## src/rtl/simple_mem_arbiter.sv

```systemverilog
`default_nettype none
// ============================================================================
// Module   : simple_mem_arbiter
// Purpose  : Shares a single-ported, 1-cycle-latency memory between an
//            instruction-fetch port (I, read-only) and a load/store port
//            (D, read/write). D has priority. A starvation counter forces
//            an I grant after STARVE_LIMIT consecutive D grants while I waits.
//            Read responses are routed back to their owner one cycle later.
// Options  : SIMPLE_MEM_ARB_PERF_EN adds the perf_conflict_o and
//            perf_i_stall_o event counters.
// Revision : 1.0 - initial release
// ============================================================================
module simple_mem_arbiter #(
  parameter int AW           = 32,
  parameter int DW           = 32,
  parameter int STARVE_LIMIT = 4
) (
  input  logic            clk_i,
  input  logic            rst_i,
  // Fetch port
  input  logic            i_req_i,
  input  logic [AW-1:0]   i_addr_i,
  output logic            i_gnt_o,
  output logic            i_rvalid_o,
  output logic [DW-1:0]   i_rdata_o,
  // Load/store port
  input  logic            d_req_i,
  input  logic            d_we_i,
  input  logic [DW/8-1:0] d_be_i,
  input  logic [AW-1:0]   d_addr_i,
  input  logic [DW-1:0]   d_wdata_i,
  output logic            d_gnt_o,
  output logic            d_rvalid_o,
  output logic [DW-1:0]   d_rdata_o,
  // Memory side
  output logic            mem_req_o,
  output logic            mem_we_o,
  output logic [DW/8-1:0] mem_be_o,
  output logic [AW-1:0]   mem_addr_o,
  output logic [DW-1:0]   mem_wdata_o,
  input  logic [DW-1:0]   mem_rdata_i
`ifdef SIMPLE_MEM_ARB_PERF_EN
  ,
  output logic [31:0]     perf_conflict_o,
  output logic [31:0]     perf_i_stall_o
`endif
);

  localparam int         BW    = DW / 8;
  localparam logic [3:0] LIMIT = 4'(STARVE_LIMIT);

  // Owner of the read currently in flight in the memory.
  localparam logic [1:0] OWN_NONE = 2'd0;
  localparam logic [1:0] OWN_I    = 2'd1;
  localparam logic [1:0] OWN_D    = 2'd2;

  logic [3:0] starve_q, starve_d;
  logic [1:0] owner_q, owner_d;
  logic       starve_w;
  logic       i_gnt_w;
  logic       d_gnt_w;

  // I is forced through only when it is waiting and D has used up its run.
  assign starve_w = (starve_q == LIMIT) && i_req_i;
  assign d_gnt_w  = d_req_i && !starve_w;
  assign i_gnt_w  = i_req_i && !d_gnt_w;

  assign i_gnt_o   = i_gnt_w;
  assign d_gnt_o   = d_gnt_w;
  assign mem_req_o = i_gnt_w || d_gnt_w;

  // Memory command mux; idle cycles drive all-zero so the bus is quiet.
  always_comb begin
    mem_we_o    = 1'b0;
    mem_be_o    = '0;
    mem_addr_o  = '0;
    mem_wdata_o = '0;
    if (d_gnt_w) begin
      mem_we_o    = d_we_i;
      mem_be_o    = d_be_i;
      mem_addr_o  = d_addr_i;
      mem_wdata_o = d_wdata_i;
    end else if (i_gnt_w) begin
      mem_be_o    = {BW{1'b1}};
      mem_addr_o  = i_addr_i;
    end
  end

  // Starvation counter next state: counts D wins over a waiting I, saturating.
  always_comb begin
    starve_d = starve_q;
    if (!i_req_i || i_gnt_w) begin
      starve_d = 4'd0;
    end else if (d_gnt_w && (starve_q != LIMIT)) begin
      starve_d = starve_q + 4'd1;
    end
  end

  // Owner next state: only reads produce a response, writes record none.
  always_comb begin
    owner_d = OWN_NONE;
    if (i_gnt_w) begin
      owner_d = OWN_I;
    end else if (d_gnt_w && !d_we_i) begin
      owner_d = OWN_D;
    end
  end

  // Arbitration state; reset drops any read still in flight.
  always_ff @(posedge clk_i or posedge rst_i) begin
    if (rst_i) begin
      starve_q <= 4'd0;
      owner_q  <= OWN_NONE;
    end else begin
      starve_q <= starve_d;
      owner_q  <= owner_d;
    end
  end

  // Memory data is broadcast; only the owner's valid qualifies it.
  assign i_rvalid_o = (owner_q == OWN_I);
  assign d_rvalid_o = (owner_q == OWN_D);
  assign i_rdata_o  = mem_rdata_i;
  assign d_rdata_o  = mem_rdata_i;

`ifdef SIMPLE_MEM_ARB_PERF_EN
  logic [31:0] perf_conflict_q;
  logic [31:0] perf_i_stall_q;

  // Free-running wrapping event counters for contention and fetch stalls.
  always_ff @(posedge clk_i or posedge rst_i) begin
    if (rst_i) begin
      perf_conflict_q <= 32'd0;
      perf_i_stall_q  <= 32'd0;
    end else begin
      if (i_req_i && d_req_i) begin
        perf_conflict_q <= perf_conflict_q + 32'd1;
      end
      if (i_req_i && !i_gnt_w) begin
        perf_i_stall_q <= perf_i_stall_q + 32'd1;
      end
    end
  end

  assign perf_conflict_o = perf_conflict_q;
  assign perf_i_stall_o  = perf_i_stall_q;
`endif

endmodule
`default_nettype wire

```

## config.mk

```make
export PLATFORM = sky130hd
export DESIGN_NAME = simple_mem_arbiter
export DESIGN_NICKNAME = d
export VERILOG_FILES = /design/src/rtl/simple_mem_arbiter.sv
export SDC_FILE = /design/constraint.sdc
export NUM_CORES = 1
export LEC_CHECK = 0
export BUFFER_PORTS_ARGS = -buffer_cell sky130_fd_sc_hd__buf_2
export CAP_MARGIN = 10
export CORE_AREA = 3 3 106 108
export CTS_BUF_LIST = sky130_fd_sc_hd__clkbuf_4
export DETAILED_ROUTE_END_ITERATION = 8
export DIE_AREA = 0 0 109 111
export SLEW_MARGIN = 20
export SYNTH_ARGS = -nofsm -noshare
export SYNTH_HDL_FRONTEND = slang
export SYNTH_SLANG_ARGS = --single-unit
```

## constraint.sdc

```tcl
create_clock -name clk_i -period 2.37 [get_ports clk_i]
set_input_delay 0.3555 -clock clk_i [delete_from_list [all_inputs] [get_ports clk_i]]
set_output_delay 0.3555 -clock clk_i [all_outputs]
set_load 0.02 [all_outputs]
```

## Yosys cells after proc, flatten, opt, wreduce, memory -nomap -nowiden

Index checks and enable logic that the tools add are counted.

- Eq/ne operators: 4
- Reduce and logical (&&, ||, !) cells: 12
- Mux-type cells: 10
- Add/sub/neg operators: 1

Operators by type and width:

| kind | number |
|---|---|
| 2-to-1 mux 32 bit | 3 |
| 2-to-1 mux 4 bit | 4 |
| logical AND 1 bit | 5 |
| adder 4 x 1 -> 4 bit (second input constant) | 1 |
| equality test 4 x 3 -> 1 bit (second input constant) | 1 |
| logical NOT 1 bit | 4 |
| 2-to-1 mux 2 bit | 2 |
| != test 4 x 3 -> 1 bit (second input constant) | 1 |
| equality test 2 x 1 -> 1 bit (second input constant) | 1 |
| equality test 2 bit (second input constant) | 1 |
| logical OR 1 bit | 2 |
| nonzero test 2 bit | 1 |
| 2-to-1 mux 1 bit | 1 |

- Output and inout port bits: 138
- Input port bits: 137
- Register bits after elaboration: 6
- Word-level logic and storage cells: 29

## Longest topological paths before layout

Gate-level depths: netlist of run 1.

- Depth after elaboration: 8
- Mapped depth: 8
- Depth with buffers taken out: 6

## Worst setup path before layout of run 1

No wires, ideal clock.

- Path type: register to output
- From: register starve_q[0]
- To: output mem_addr_o[10]
- Required time: 2.014 ns
- Buffers on the path: 1
- Arrival time: 1.551 ns
- Stages on the path, launching flop included: 8
- Slack: 0.464 ns
- Cells stage by stage: dfrtp_1 inv_1 ha_1 nand4b_4 nand2_4 inv_2 clkbuf_1 o21ai_0

- Word-level cells in the longest chain between the ends: 8

RTL lines:

| element | RTL line | text |
|---|---|---|
| start, declared | 57 | `logic [3:0] starve_q, starve_d;` |
| start signal, assigned | 115 | `starve_q <= starve_d;` |
| equality test 4 x 3 -> 1 bit * | 64 | `assign starve_w = (starve_q == LIMIT) && i_req_i;` |
| logical AND 1 bit * | 64 |  |
| logical NOT 1 bit * | 65 | `assign d_gnt_w = d_req_i && !starve_w;` |
| logical AND 1 bit * | 65 |  |
| logical NOT 1 bit | 66 | `assign i_gnt_w = i_req_i && !d_gnt_w;` |
| logical AND 1 bit | 66 |  |
| 2-to-1 mux 32 bit | 83 | `end else if (i_gnt_w) begin` |
| 2-to-1 mux 32 bit * | 78 | `if (d_gnt_w) begin` |
| end, declared | 39 | `output logic [AW-1:0] mem_addr_o,` |

Every way passes the cells marked *; elsewhere a longest branch is shown, timed or not.

## Worst setup path in the final report of run 1

- From: register starve_q[0]
- To: output mem_addr_o[16]

The elaborated chain is that of the path after synthesis.

==> parameters.txt, run 1 <==
Parameter                              Value

Power and ir drop
  VDD IR max    0.205 mV
  Portion of total power attributed to combinational logic    67.1%
  P_sw    284 uW
  Switch share    45.9%
  Reg power frac    17.6%
  Power per unit of standard cell area    279 mW/mm^2
  Lkg Pwr    1.39 nW
  Clk network pwr share    15.3%
  Internal power consumption    336 uW

Detailed routing
  DRT antenna net count    0
  Number of vias per cell    4.19
  Detailed Route Iter0 Violations    74
  Router iterations before antenna repair    4
  Number of vias in the routed layout    2037
  DR DRC count    0
  Final routed wirelength across all metal layers    6190 microns
  Detail-routed net length per standard cell    12.7 microns

Floorplanning
  Total Die Area    0.0121 sq mm
  Horiz. Die Dim    109 microns
  Floorplan Core Area    0.0103 sq mm
  Starting density of the core    16.1%
  Number of ports placed on the die boundary    275
  Chip height    111 microns
  Number of rows in the core area    37

Setup path
  Crit path largest cell delay    400 ps
  Data required time at the worst endpoint    2010 ps
  Cell chain of the critical path    inv_1 -> ha_1 -> nand4b_4 -> buf_4 -> buf_4 -> nand3_1 -> o21ai_2 -> buf_2
  Cell mode on critical path    sky130_fd_sc_hd__buf_4
  Critical path startpoint category    register
  Depth of the worst register-to-register path    6
  Critical register-to-register path startpoint    starve_q[0]
  Largest fanout on the critical path    26
  RR Endpoint    starve_q[1]
  Data arrival, critical path    1920 ps
  R2R setup slack    990 ps
  Highest-delay cell along the critical path    sky130_fd_sc_hd__dfrtp_1
  Worst Setup End Kind    output port
  Type of the worst setup path    register to output port

STA
  Final Hold Vio Count    0
  Clock period minus final worst setup slack    2270 ps
  RSZ-0062 raised after global routing    no
  Tightest slew margin relative to the limit    70.4%
  Count of final max-slew check failures    0
  Setup violation total in the final timing report    0
  Worst-margin pin slew    444 ps
  Final cycle utilization of the critical path    95.9%
  Sum of negative setup slack    0 ps
  Worst-case clock skew    1.66 ps
  Min setup slack post-route    97.9 ps
  Highest attainable clock frequency    440 MHz

Global route
  Vias in the first global route    1904
  Total gr overflow    0
  First-pass GRT wire length    8800 microns
  Number of antenna violations at the first check in global routing    0
  Maximum number of pins on one net before global-route repair    52
  GRT Util Overall    8.75%

Yosys
  Total number of yosys warnings    0
  Sequential cell area fraction in the yosys report    9.03%
  Most numerous cell in the Yosys netlist    sky130_fd_sc_hd__buf_4
  Flops & latches, synth    6
  Synth unique cells    24
  Most frequently used flop master after synthesis    sky130_fd_sc_hd__dfrtp_1
  Dominant cells by area after synthesis    sky130_fd_sc_hd__buf_4 (30%), sky130_fd_sc_hd__and3_1 (13%), sky130_fd_sc_hd__o21ai_2 (10%)
  Syn avg cell area    6.76 sq um
  Cell type contributing the most total cell area after synthesis    sky130_fd_sc_hd__buf_4
  Number of nets produced by synthesis    385
  Cell area after synthesis    0.00166 sq mm
  Asr flop ratio synth    100%
  Top-area cell type share of the netlist area    29.8%
  Count of flip-flops with a built-in enable after synthesis    0
  Synthesized netlist cell count    246
  Top post-synthesis cells by count    sky130_fd_sc_hd__buf_4 (66), sky130_fd_sc_hd__and3_1 (34), sky130_fd_sc_hd__nand3_1 (33)

CTS
  Buffer depth of the longest clock path    2
  Num CTS Buffers    3
  Hold_buf cts    0
  Later-pin clock latency in the skew report    240 ps
  Clock slew at the register clock pins of the worst setup and hold paths    50 ps
  CTS HTree Levels    1
  CTS tree    done
  Library cell used as clock root buffer    sky130_fd_sc_hd__clkbuf_4
  Number of clock sinks    6

Placement
  Half-perimeter wire length of the detailed placement result    5070 microns
  Count of buffers inserted at the top-level ports    178
  Placement Setup Slack    316 ps
  Global placer's final weighted congestion    0.822

Final layout
  Number of inserted diodes    0
  Final #Nets    491
  Synth-to-layout area growth    33.9%
  Share of layout cells above drive strength 1    61.1%

Worst hold path
  Path class of the lowest-slack min-delay path    input pin to asynchronous set/reset pin

Flow run
  Count of max-cap constraint violations    0

Status
  Result of the run    completed
[worst max path at each step]
| stage | from | end | slack [ps] | cells after the start |
|---|---|---|---|---|
| after floorplan | starve_q[0] | mem_addr_o[10] | 460 | 7 |
| after global placement | starve_q[0] | mem_addr_o[31] | 400 | 8 |
| after detailed placement | starve_q[0] | mem_addr_o[5] | 320 | 8 |
| after CTS | starve_q[0] | mem_addr_o[5] | 20 | 8 |
| after global routing | starve_q[0] | mem_addr_o[8] | 9 | 8 |
| final | starve_q[0] | mem_addr_o[16] | 100 | 8 |
[cell usage in the layout (no fill, tap or decap), types with 2 or more instances in the layout]
cell type,Yosys,layout
sky130_fd_sc_hd__a21o_1,4,4
sky130_fd_sc_hd__and3_1,34,34
sky130_fd_sc_hd__buf_2,7,178
sky130_fd_sc_hd__buf_4,66,8
sky130_fd_sc_hd__clkbuf_4,0,3
sky130_fd_sc_hd__dfrtp_1,6,6
sky130_fd_sc_hd__ha_1,2,2
sky130_fd_sc_hd__inv_1,4,4
sky130_fd_sc_hd__nand2_1,32,32
sky130_fd_sc_hd__nand3_1,33,33
sky130_fd_sc_hd__nor2b_1,2,2
sky130_fd_sc_hd__nor3_1,3,3
sky130_fd_sc_hd__o21ai_0,13,12
sky130_fd_sc_hd__o21ai_2,19,19
[power by group through the flow]
stage	clock (mW)	sequential, mW	combinational [mW]
floorplan	0	0.110	0.396
detailed placement	0	0.110	0.420
CTS	0.0981	0.109	0.421
global route	0.104	0.109	0.453
global placement	0	0.110	0.415
finish	0.0949	0.109	0.416
[registers in the layout (all words and copies together), names as in the netlist]
signal	flops
starve_q	4
owner_q	2
[what timing repair did]
action                     in CTS  in global routing
setup endpoints to repair       0                 13
gates resized for setup         0                  3
setup buffers                   0                  2
[layout make-up]
class | instances | area (sq um)
clock buffer | 3 | 22.5
fill | 1167 | 8100
inverter | 5 | 21.3
multi-input combinational | 149 | 891
sequential | 6 | 150
tap | 136 | 170
timing repair buffer | 187 | 971
[logic make-up after synthesis]
family | Yosys count | synth area share, %
AO/OA/AOI/OAI | 37 | 16.7
XOR/XNOR | 2 | 1.05
adder cells (fa/ha/maj) | 2 | 1.50
buffers and inverters | 91 | 37.4
flip-flops | 6 | 9.03
AND/OR/NAND/NOR | 108 | 34.3
[critical path: cells and delay by family (launching register included)]
family                   cells  cell delay [ps]
AND/OR/NAND/NOR              2              300
AO/OA/AOI/OAI                1              100
buffers and inverters        4              640
adder cells (fa/ha/maj)      1              230
flip-flops                   1              400
[routing by layer]
| layer | vias up | GRT usage, % | wire, microns |
|---|---|---|---|
| li1 | 972 | - | - |
| met1 | 934 | 9.00 | 2240 |
| met2 | 115 | 17.1 | 3210 |
| met3 | 16 | 1.81 | 618 |
| met4 | 0 | 2.61 | 110 |
| met5 | - | 0 | 0 |
[through the flow]
| stage | power, mW | area (sq um) | util [%] | hold WS, ps | cells |
|---|---|---|---|---|---|
| after CTS | 0.628 | 2210 | 21.4 | 21.8 | 484 |
| after global placement | 0.525 | 2190 | 21.2 | 270 | 481 |
| after floorplan | 0.505 | 1660 | - | 146 | 246 |
| final | 0.620 | 2230 | 21.6 | 15.2 | 486 |
| after detailed placement | 0.530 | 2190 | 21.2 | 284 | 481 |
| after global routing | 0.666 | 2230 | 21.6 | 25.3 | 486 |
(Power assumes the default switching activity.)
==> run 2: changes to the inputs <==
--- a/constraint.sdc
+++ b/constraint.sdc
@@ -3,2 +3,2 @@
 set_output_delay 0.3555 -clock clk_i [all_outputs]
-set_load 0.02 [all_outputs]
+set_load 0.01 [all_outputs]
==> run 2 against run 1 <==
First-iteration DRC count is 12% higher. Non-clock buffer count is 1 lower. Sequential share of layout area hardly changed. Utilization hardly changed. Cell count is 0.21% lower. Sequential power hardly changed. Via count is 2.2% lower. Clock skew is 0.97 ps lower. Die area stayed put. Total power is 11% lower.
==> parameters.txt, run 2 (synthesis results as in run 1) <==
Parameter                              Value

Setup path
  Crit path largest cell delay    410 ps (was 400 ps)
  Critical path startpoint category    register (unchanged)
  Highest-delay cell along the critical path    sky130_fd_sc_hd__dfrtp_1 (unchanged)
  Data required time at the worst endpoint    2010 ps (about the same)
  Depth of the worst register-to-register path    7 (was 6)
  Number of logic stages on the critical path including buffering    8 (unchanged)
  Cell chain of the critical path    inv_1 -> ha_1 -> nand4b_4 -> nand2_4 -> inv_2 -> buf_4 -> o21ai_0 -> buf_2 (was inv_1 -> ha_1 -> nand4b_4 -> buf_4 -> buf_4 -> nand3_1 -> o21ai_2 -> buf_2)
  R2R setup slack    840 ps (was 990 ps)
  Number of buffers and inverters on the critical path    4 (unchanged)
  Largest fanout on the critical path    21 (was 26)
  Data arrival, critical path    1800 ps (was 1920 ps)
  Type of the worst setup path    register to output port (unchanged)
  Worst Setup End Kind    output port (unchanged)
  Largest delay share family, worst path    buffers and inverters (unchanged)

Worst hold path
  Path class of the lowest-slack min-delay path    input pin to asynchronous set/reset pin (unchanged)

STA
  Worst-case clock skew    0.691 ps (was 1.66 ps)
  Highest attainable clock frequency    464 MHz (was 440 MHz)
  Tightest slew margin relative to the limit    72.8% (was 70.4%)
  Setup violation total in the final timing report    0 (unchanged)
  Count of final max-slew check failures    0 (unchanged)
  Final cycle utilization of the critical path    90.9% (was 95.9%)
  Sum of negative setup slack    0 ps (unchanged)
  Clock period minus final worst setup slack    2150 ps (was 2270 ps)
  Final Hold Vio Count    0 (unchanged)
  RSZ-0062 raised after global routing    no (unchanged)
  Worst-margin pin slew    408 ps (was 444 ps)

Final layout
  Final #Nets    490 (was 491)
  Post-route core utilization    21.6% (about the same)
  Number of flip-flops in the largest register    4 (unchanged)
  Share of layout cells above drive strength 1    61.0% (was 61.1%)
  Most frequent standard cell in the layout excluding fill and tap cells    sky130_fd_sc_hd__buf_2 (unchanged)
  Synth-to-layout area growth    34.0% (was 33.9%)
  Number of inserted diodes    0 (unchanged)
  Leading cell types in the layout, fill and taps excluded    sky130_fd_sc_hd__buf_2 (178), sky130_fd_sc_hd__and3_1 (34), sky130_fd_sc_hd__nand3_1 (33) (unchanged)
  Largest registers    starve_q: 4 flops, owner_q: 2 flops (unchanged)
  Non-filler instance count after layout    485 (was 486)
  Number of fill cells    1164 (was 1167)
  Largest reg by FF count    starve_q (unchanged)

CTS
  CTS HTree Levels    1 (unchanged)
  Buffer depth of the longest clock path    2 (unchanged)
  Clock slew at the register clock pins of the worst setup and hold paths    40 ps (was 50 ps)
  Num CTS Buffers    3 (unchanged)
  Library cell used as clock root buffer    sky130_fd_sc_hd__clkbuf_4 (unchanged)
  Hold_buf cts    0 (unchanged)
  Later-pin clock latency in the skew report    240 ps (about the same)
  Setup Buffers After CTS    0 (unchanged)
  Number of gates resized after cts    0 (unchanged)
  Number of clock sinks    6 (unchanged)
  CTS tree    done (unchanged)

Floorplanning
  Total Die Area    0.0121 sq mm (unchanged)
  Chip height    111 microns (unchanged)
  Number of rows in the core area    37 (unchanged)
  Horiz. Die Dim    109 microns (unchanged)
  Floorplan Core Area    0.0103 sq mm (unchanged)
  Number of ports placed on the die boundary    275 (unchanged)
  Starting density of the core    16.1% (unchanged)

Flow run
  Count of max-cap constraint violations    0 (unchanged)

Placement
  Count of buffers inserted at the top-level ports    178 (unchanged)
  Half-perimeter wire length of the detailed placement result    5010 microns (was 5070 microns)
  Global placer's final weighted congestion    0.828 (was 0.822)
  Total instance count after detailed placement    480 (was 481)

Detailed routing
  Number of vias per cell    4.11 (was 4.19)
  Detail-routed net length per standard cell    12.6 microns (was 12.7 microns)
  Number of vias in the routed layout    1992 (was 2037)
  Routed met3 length    630 microns (was 618 microns)
  Routed met2 length    3170 microns (was 3210 microns)
  Router iterations before antenna repair    4 (unchanged)
  DR DRC count    0 (unchanged)
  Top layer reached by signal wires    met4 (unchanged)
  Final routed wirelength across all metal layers    6120 microns (was 6190 microns)
  Detailed Route Iter0 Violations    83 (was 74)
  Routed length on met1    2190 microns (was 2240 microns)
  DRT antenna net count    0 (unchanged)

Power and ir drop
  VDD IR max    0.222 mV (was 0.205 mV)
  Total design power    554 uW (was 620 uW)
  Lkg Pwr    1.39 nW (about the same)
  Power per unit of standard cell area    249 mW/mm^2 (was 279 mW/mm^2)

Global route
  First-pass GRT wire length    8940 microns (was 8800 microns)
  Total gr overflow    0 (unchanged)
  Number of antenna violations at the first check in global routing    0 (unchanged)
  GRT Util Overall    8.93% (was 8.75%)
  Maximum number of pins on one net before global-route repair    62 (was 52)
  Vias in the first global route    1848 (was 1904)

Status
  Result of the run    completed (unchanged)
-- run 2: final timing paths --
path                                  to         from
min                          starve_q[0]        rst_i
max reg2reg                  starve_q[1]  starve_q[0]
max in group asynchronous    starve_q[3]        rst_i
min reg2reg                  starve_q[0]  starve_q[0]
max                        mem_addr_o[2]  starve_q[0]
min in group clk_i            owner_q[1]       d_we_i
-- run 2: routing by layer --
metal / global-route usage (%) / vias up
met3: 2.15 / 19
met2: 16.9 / 112
met1: 9.42 / 888
li1: - / 973
met5: 0 / -
met4: 2.86 / 0
-- run 2: power breakdown --
group	switching [mW]	internal (mW)	leakage (nW)
sequential	0.00256	0.106	0.0806
combinational	0.181	0.171	1.30
clock	0.0360	0.0572	0.0138
-- run 2: stage by stage --
step / setup WS [ps] / hold WS (ps) / cell area, sq um
global route: 63.5 / 24.6 / 2230
detailed placement: 401 / 278 / 2190
floorplan: 668 / 146 / 1660
global placement: 474 / 268 / 2190
CTS: 137 / 14.9 / 2210
finish: 215 / 15.4 / 2230
-- run 2: cell type report --
type	instances	area (sq um)	area share, %
clock buffers	3	22.5	1.01
flip-flops and latches	6	150	6.74
repair buffers	186	976	43.8
well taps	136	170	7.64
multi-input cells	149	891	40.0
inverters	5	18.8	0.842
